## src/rtl/wb_rr_arbiter.sv

```systemverilog
// rtl/wb_rr_arbiter.sv - round-robin Wishbone classic arbiter, NM masters to one slave; watchdog abort via WB_ARB_TIMEOUT_EN
module wb_rr_arbiter #(
    parameter int NM      = 2,
    parameter int AW      = 32,
    parameter int DW      = 32,
    parameter int TIMEOUT = 255
) (
    input  logic                 wb_clk_i,
    input  logic                 wb_rst_n_i,
    input  logic [NM-1:0]        wbm_cyc_i,
    input  logic [NM-1:0]        wbm_stb_i,
    input  logic [NM-1:0]        wbm_we_i,
    input  logic [NM*AW-1:0]     wbm_adr_i,
    input  logic [NM*DW-1:0]     wbm_dat_i,
    input  logic [NM*DW/8-1:0]   wbm_sel_i,
    output logic [DW-1:0]        wbm_dat_o,
    output logic [NM-1:0]        wbm_ack_o,
    output logic [NM-1:0]        wbm_err_o,
    output logic                 wbs_cyc_o,
    output logic                 wbs_stb_o,
    output logic                 wbs_we_o,
    output logic [AW-1:0]        wbs_adr_o,
    output logic [DW-1:0]        wbs_dat_o,
    output logic [DW/8-1:0]      wbs_sel_o,
    input  logic [DW-1:0]        wbs_dat_i,
    input  logic                 wbs_ack_i,
    output logic [NM-1:0]        grant_o
);

    localparam int SW = DW / 8;
    localparam int IW = $clog2(NM);

    if (NM < 2 || NM > 8 || TIMEOUT < 1 || TIMEOUT > 255) begin : g_cfg_check
        $error("wb_rr_arbiter: unsupported NM or TIMEOUT");
    end

`ifdef WB_ARB_TIMEOUT_EN
    typedef enum logic [1:0] {IDLE, BUSY, ABORT} state_t;
`else
    typedef enum logic [1:0] {IDLE, BUSY} state_t;
`endif

    state_t          state, state_d;
    logic [NM-1:0]   grant_d;
    logic [IW-1:0]   last, last_d;
    logic [IW-1:0]   winner;
    logic [IW-1:0]   cand;
    logic            found;

`ifdef WB_ARB_TIMEOUT_EN
    logic [7:0]      stall_cnt;
    logic            timeout_hit;
`endif

    // Search upward from the previous winner so every requester is reached within NM grants.
    always_comb begin
        winner = last;
        found  = 1'b0;
        cand   = last;
        for (int k = 1; k <= NM; k++) begin
            cand = IW'((int'(last) + k) % NM);
            if (!found && wbm_cyc_i[cand]) begin
                found  = 1'b1;
                winner = cand;
            end
        end
    end

    always_comb begin
        state_d = state;
        grant_d = grant_o;
        last_d  = last;
        case (state)
            IDLE: begin
                if (|wbm_cyc_i) begin
                    state_d = BUSY;
                    last_d  = winner;
                    grant_d = NM'(1) << winner;
                end
            end
            BUSY: begin
                if (!wbm_cyc_i[last]) begin
                    state_d = IDLE;
                    grant_d = '0;
                end
`ifdef WB_ARB_TIMEOUT_EN
                else if (timeout_hit) begin
                    state_d = ABORT;
                end
`endif
            end
`ifdef WB_ARB_TIMEOUT_EN
            ABORT: begin
                if (!wbm_cyc_i[last]) begin
                    state_d = IDLE;
                    grant_d = '0;
                end
            end
`endif
            default: begin
                state_d = IDLE;
                grant_d = '0;
            end
        endcase
    end

    always_ff @(posedge wb_clk_i) begin
        if (!wb_rst_n_i) begin
            state   <= IDLE;
            grant_o <= '0;
            last    <= IW'(NM - 1);
        end else begin
            state   <= state_d;
            grant_o <= grant_d;
            last    <= last_d;
        end
    end

    // While a grant is held, `last` is the granted index.
    always_comb begin
        wbs_cyc_o = 1'b0;
        wbs_stb_o = 1'b0;
        wbs_we_o  = 1'b0;
        wbs_adr_o = '0;
        wbs_dat_o = '0;
        wbs_sel_o = '0;
        wbm_ack_o = '0;
        if (state != IDLE) begin
            wbs_we_o  = wbm_we_i[last];
            wbs_adr_o = wbm_adr_i[int'(last)*AW +: AW];
            wbs_dat_o = wbm_dat_i[int'(last)*DW +: DW];
            wbs_sel_o = wbm_sel_i[int'(last)*SW +: SW];
            if (state == BUSY) begin
                wbs_cyc_o       = wbm_cyc_i[last];
                wbs_stb_o       = wbm_stb_i[last];
                wbm_ack_o[last] = wbs_ack_i;
            end
        end
    end

    assign wbm_dat_o = wbs_dat_i;

`ifdef WB_ARB_TIMEOUT_EN
    assign timeout_hit = (state == BUSY) && wbm_cyc_i[last] && (stall_cnt == 8'(TIMEOUT));

    always_ff @(posedge wb_clk_i) begin
        if (!wb_rst_n_i || state != BUSY || state_d != state) begin
            stall_cnt <= '0;
        end else if (wbs_stb_o && !wbs_ack_i) begin
            stall_cnt <= stall_cnt + 8'd1;
        end else begin
            stall_cnt <= '0;
        end
    end

    always_comb begin
        wbm_err_o       = '0;
        wbm_err_o[last] = timeout_hit;
    end
`else
    assign wbm_err_o = '0;
`endif

endmodule
```

## config.mk

```make
export PLATFORM = sky130hd
export DESIGN_NAME = wb_rr_arbiter
export DESIGN_NICKNAME = d
export VERILOG_FILES = /design/src/rtl/wb_rr_arbiter.sv
export SDC_FILE = /design/constraint.sdc
export NUM_CORES = 1
export LEC_CHECK = 0
export CAP_MARGIN = 10
export CELL_PAD_IN_SITES_DETAIL_PLACEMENT = 1
export CELL_PAD_IN_SITES_GLOBAL_PLACEMENT = 1
export CORE_MARGIN = 5
export CORE_UTILIZATION = 12
export CTS_CLUSTER_SIZE = 16
export DETAILED_ROUTE_END_ITERATION = 6
export PLACE_DENSITY = 0.95
export SYNTH_ARGS = -nofsm -noshare
export SYNTH_HDL_FRONTEND = slang
export SYNTH_SLANG_ARGS = --single-unit
```

## constraint.sdc

```tcl
create_clock -name wb_clk_i -period 2 [get_ports wb_clk_i]
set_input_delay 0.3 -clock wb_clk_i [delete_from_list [all_inputs] [get_ports wb_clk_i]]
set_output_delay 0.3 -clock wb_clk_i [all_outputs]
set_load 0.01 [all_outputs]
```

======== Yosys cells after proc, flatten, opt, wreduce, memory -nomap -nowiden ========
Index checks and enable logic that the tools add are counted.
W data, S select, Z words.
operators by class
  add/sub/neg operators ................... 2
  multiply operators ...................... 0
  div/mod/pow operators ................... 0
  magnitude comparators ................... 4
  equality and inequality tests ........... 3
  shift operators ......................... 4
  multiplexer cells ....................... 30
  bitwise operators ....................... 1
  reduce and logical (&&, ||, !) cells .... 8
operators with widths
  operator               number
  $shiftx A64 B7 Y32     2
  $mux W32               2
  $mux W1                19
  $mux W2                5
  $pmux W2 S2            2
  $shiftx A8 B4 Y4       1
  $lt A1 B2 Y1 const B   3
  $mux W4                1
  $ne A2 B2 Y1 const B   2
  $reduce_and A2 Y1      2
  $add A1 B1 Y1 const B  2
  $and A2 B2 Y2          1
  $eq A2 B1 Y1 const B   1
  $logic_and A1 B1 Y1    2
  $logic_not A2 Y1       1
  $reduce_bool A2 Y1     1
  $reduce_or A2 Y1       1
  $shl A1 B1 Y2 const A  1
  $demux W1 S1           1
  $ge A1 B1 Y1 const B   1
  $logic_not A1 Y1       1
storage, ports and cells
  register bits after elaboration ......... 5
  latch bits .............................. 0
  memory bits (writable) .................. 0
  bits in read-only memories .............. 0
  input port bits ......................... 177
  output and inout bits ................... 109
  logic and storage cells ................. 55
  memories kept ........................... 0

======== Logic depth before layout (Yosys ltp) ========
  word-level depth ........................ 10
  gate-level depth with buffers ........... 5
  mapped depth without buffers ............ 3

======== Worst setup path before layout ========
Ideal clock, no wire load.
  path type ............................... register -> output
  from .................................... register last
  to ...................................... output port wbs_adr_o[0]
  arrival ................................. 1.078 ns
  required time ........................... 1.700 ns
  setup slack ............................. 0.622 ns
  cell stages (with the launch flop) ...... 6
  path buffers ............................ 3
  cell sequence ........................... dfxtp_1 buf_2 buf_2 buf_4 mux2i_1 nor2_1
between the ends
  cells in the longest elaborated chain, start to end .. 2
RTL lines
  what                      line  source
  start: declaration        45    logic [IW-1:0] last, last_d;
  start signal: assignment  111   last <= IW'(NM - 1);
  start signal: assignment  115   last <= last_d;
  $shiftx A64 B7 Y32        130   wbs_adr_o = wbm_adr_i[int'(last)*AW +: AW];
  $mux W32                  128   if (state != IDLE) begin
  end: declaration          22    output logic [AW-1:0] wbs_adr_o,
No other way between the ends.

======== Worst setup path in the final report ========
  from .................................... register last
  to ...................................... output port wbs_dat_o[9]
between the ends
  cells in the longest elaborated chain, start to end .. 2
RTL lines
  what                line  source
  $shiftx A64 B7 Y32  131   wbs_dat_o = wbm_dat_i[int'(last)*DW +: DW];
  $mux W32            128
  end: declaration    23    output logic [DW-1:0] wbs_dat_o,
No other way between the ends.

==> tab_implementation.tex <==
\begin{tabular}{lr}
\hline
Metric & Value \\
\hline
\multicolumn{2}{l}{\textbf{Status}} \\
Outcome & completed \\
\multicolumn{2}{l}{\textbf{Global route}} \\
Number of global-route vias before repair & 2,512 \\
Global Route met2 Usage & 0.214 \\
Met1 routing resource usage after global routing & 0.0968 \\
Most heavily used metal layer in global routing & met2 \\
Number of antenna violations at the first check in global routing & 0 \\
Gr usage total & 0.104 \\
Global-route track usage on met3 & 0.0253 \\
Congestion Overflow GR & 0 \\
Wire length of the first global-routing pass & 12.3 mm \\
Largest net degree at the start of global routing & 72 \\
\multicolumn{2}{l}{\textbf{STA}} \\
Peak Freq & 0.508 GHz \\
Final setup TNS & 0 ns \\
Final setup vio count & 0 \\
Period utilisation layout & 0.984 \\
Final WS setup & 0.0330 ns \\
Setup repair after global routing missed its margin & yes \\
Final Hold Viols & 0 \\
Final Skew & 0.00199 ns \\
Fin crit period & 1.97 ns \\
Final slew viol count & 0 \\
\multicolumn{2}{l}{\textbf{Power and ir drop}} \\
Standby leakage power & 0.00238 uW \\
Peak ir drop on the vdd network & 0.000203 V \\
Power density over the cells & 339 nW/um\^{}2 \\
\multicolumn{2}{l}{\textbf{Floorplan}} \\
Count of standard-cell rows & 41 \\
Number of top-level pins & 286 \\
Total die area & 15,100 um\^{}2 \\
Die height & 123 um \\
Core region area & 12,600 um\^{}2 \\
Die extent in x & 123 um \\
Initial core utilization & 0.121 \\
\multicolumn{2}{l}{\textbf{Cells and area}} \\
Antenna fix cells & 0 \\
Area of the multi-input gates & 1120 um\^{}2 \\
Final core utilization & 0.317 \\
Footprint of the flip-flops and latches & 83.8 um\^{}2 \\
Number of filler cells placed in the layout & 1,488 \\
Area overhead of the layout relative to synthesis & 161\% \\
NumNets Final & 584 \\
Share of layout cells above drive strength 1 & 0.0665 \\
\multicolumn{2}{l}{\textbf{Route}} \\
Count of unresolved DRC violations after routing & 0 \\
Post-detailed-routing wire length & 8.98 mm \\
DRT iter0 DRCs & 24 \\
Detailed-routing iteration count for the pre-antenna-repair pass & 3 \\
Drt via density & 3.85 \\
Count of nets left with antenna violations after detail routing & 0 \\
Detailed-route via count & 2,228 \\
WL/cell & 15.5 um \\
\multicolumn{2}{l}{\textbf{Synth}} \\
Unique masters post-synth & 22 \\
Simple-gate portion of the synthesized area & 0.214 \\
Syn\_area\_per\_cell & 7.07 um\^{}2 \\
Mux cell area share after synthesis & 0.469 \\
Post-synthesis sequential area ratio & 0.0525 \\
Gate count after technology mapping & 216 \\
Compound-cell area share of the yosys netlist & 0.0328 \\
Main combinational cell family by area after synthesis & multiplexers \\
Post-Synth XOR/XNOR Area & 0 \\
Number of flip-flops and latches in the synthesized netlist & 4 \\
Post-synth design cell area & 1530 um\^{}2 \\
Adder-cell share of the synthesized area & 0 \\
YS warnings & 0 \\
\multicolumn{2}{l}{\textbf{Setup path}} \\
Critical Path Sink Type & output pin \\
Type of the worst setup path & reg2out \\
CP Launch Type & flip-flop \\
WP data required & 1.70 ns \\
Arrival time at the worst endpoint & 1.67 ns \\
Max FO, Critical Path & 10 \\
\multicolumn{2}{l}{\textbf{Placed design}} \\
Port buffer count & 219 \\
DP HPWL & 7.00 mm \\
GPL Wtd Cong & 0.721 \\
Post-placement setup slack & 0.0545 ns \\
\multicolumn{2}{l}{\textbf{Hold path}} \\
Kind of path behind the tightest hold check & reg2reg \\
\multicolumn{2}{l}{\textbf{CTS}} \\
Number of levels the H-tree was split into & 1 \\
Reg clk slew, reported paths & 0.03 ns \\
CTS tree & done \\
Clock latency reported for the late side of the worst-skew pair & 0.23 ns \\
\# clock sinks & 4 \\
Buffer type at the clock tree root & sky130\_fd\_sc\_hd\_\_clkbuf\_16 \\
Number of buffers on the longest clock path & 2 \\
Hold-fix buffer count after cts & 0 \\
CTS buffer count & 3 \\
\multicolumn{2}{l}{\textbf{Job}} \\
Count of max-cap constraint violations & 0 \\
\hline
\end{tabular}
## Yosys cell counts
cell | number | share of area
sky130_fd_sc_hd__nand2b_1 | 2 | 0.0082
sky130_fd_sc_hd__a21oi_1 | 1 | 0.0033
sky130_fd_sc_hd__nor3b_1 | 2 | 0.0098
sky130_fd_sc_hd__o221a_2 | 1 | 0.0074
sky130_fd_sc_hd__inv_2 | 1 | 0.0025
sky130_fd_sc_hd__o311ai_0 | 1 | 0.0057
sky130_fd_sc_hd__o31a_1 | 1 | 0.0057
sky130_fd_sc_hd__conb_1 | 1 | 0.0025
sky130_fd_sc_hd__clkbuf_1 | 8 | 0.020
sky130_fd_sc_hd__mux2_4 | 1 | 0.0098
sky130_fd_sc_hd__and3_1 | 2 | 0.0082
sky130_fd_sc_hd__inv_1 | 1 | 0.0025
sky130_fd_sc_hd__and2_1 | 1 | 0.0041
sky130_fd_sc_hd__dfxtp_1 | 4 | 0.052
sky130_fd_sc_hd__buf_2 | 4 | 0.013
sky130_fd_sc_hd__nand2_1 | 1 | 0.0025
sky130_fd_sc_hd__mux2i_1 | 70 | 0.46
sky130_fd_sc_hd__a211oi_1 | 1 | 0.0049
sky130_fd_sc_hd__a221oi_1 | 1 | 0.0057
sky130_fd_sc_hd__buf_4 | 39 | 0.19
sky130_fd_sc_hd__nor2_1 | 72 | 0.18
sky130_fd_sc_hd__nor2b_1 | 1 | 0.0041
## stage by stage
step,hold slack (ns),power (uW),area (um^2),instances
2_1_floorplan,0.402,503,1530,217
3_3_place_gp,0.509,969,3680,563
3_5_place_dp,0.520,999,3680,563
4_1_cts,0.525,1360,3840,572
5_1_grt,0.600,1430,3990,578
6_report,0.528,1350,3990,578
## registers in the layout, indices dropped and copies added, names as in the netlist
signal,cells
last,1
state,1
grant_o,2
## routing by layer
layer	share of wire	routed length, um
met5	0	0
met4	0.021	187
met3	0.10	894
met2	0.53	4720
met1	0.35	3180
## where the power goes
part | internal [uW] | switching, uW
sequential | 87.1 | 6.94
combinational | 587 | 349
clock | 264 | 60.4
total | 938 | 417
## worst max-delay path, stage by stage (launching register included)
cell and delay, ns:
sky130_fd_sc_hd__dfxtp_4 0.36, sky130_fd_sc_hd__buf_4 0.15, sky130_fd_sc_hd__buf_16 0.15, sky130_fd_sc_hd__mux2i_2 0.15
sky130_fd_sc_hd__nor2_1 0.08, sky130_fd_sc_hd__clkdlybuf4s50_1 0.54
## path summary, 6_finish.rpt
kind | start | endpoint | slack, ns | cells after the start
worst max-delay path | last$_SDFFE_PN1P_ | wbs_dat_o[9] | 0.03 | 5
worst min-delay path | grant_o[0]$_SDFFE_PN0P_ | grant_o[0]$_SDFFE_PN0P_ | 0.53 | 2
worst max register to register | last$_SDFFE_PN1P_ | grant_o[1]$_SDFFE_PN0P_ | 0.48 | 5
worst min register to register | grant_o[0]$_SDFFE_PN0P_ | grant_o[0]$_SDFFE_PN0P_ | 0.53 | 2
## cell families (layout without fill, tap and decap cells)
group,after synthesis,after routing
and+or+nand+nor,81,81
AOI/OAI and AO/OA,6,6
DFF,4,4
buffers and inverters,53,242
muxes,71,71
other,1,2
## layout by cell type (no fill, tap or decap), drive strengths merged
cell / instances
a21oi: 1
o311ai: 1
conb: 2
mux2i: 70
clkdlybuf4s50: 163
a221oi: 1
nand2: 1
nand2b: 2
buf: 16
dfxtp: 4
nor2: 72
inv: 2
and2: 1
clkbuf: 5
a211oi: 1
o221a: 1
mux2: 1
o31a: 1
dlymetal6s2s: 32
nor2b: 1
nor3b: 2
and3: 2
dlygate4sd2: 24
## layout make-up
cell class / count / share of cell area
clock buffer: 4 / 0.0198
inverter: 2 / 0.00188
multi-input combinational: 160 / 0.281
sequential: 4 / 0.0210
tap: 172 / 0.0539
timing repair buffer: 236 / 0.623
## timing repair
action                                 in CTS  in global routing
setup endpoints to repair                  42                 39
endpoints found under the hold margin       0                  0
setup buffers                               3                  5
resized for setup                          30                 35
gates cloned                                2                  1
pin swaps                                   0                  0
(Power assumes the default switching activity.)
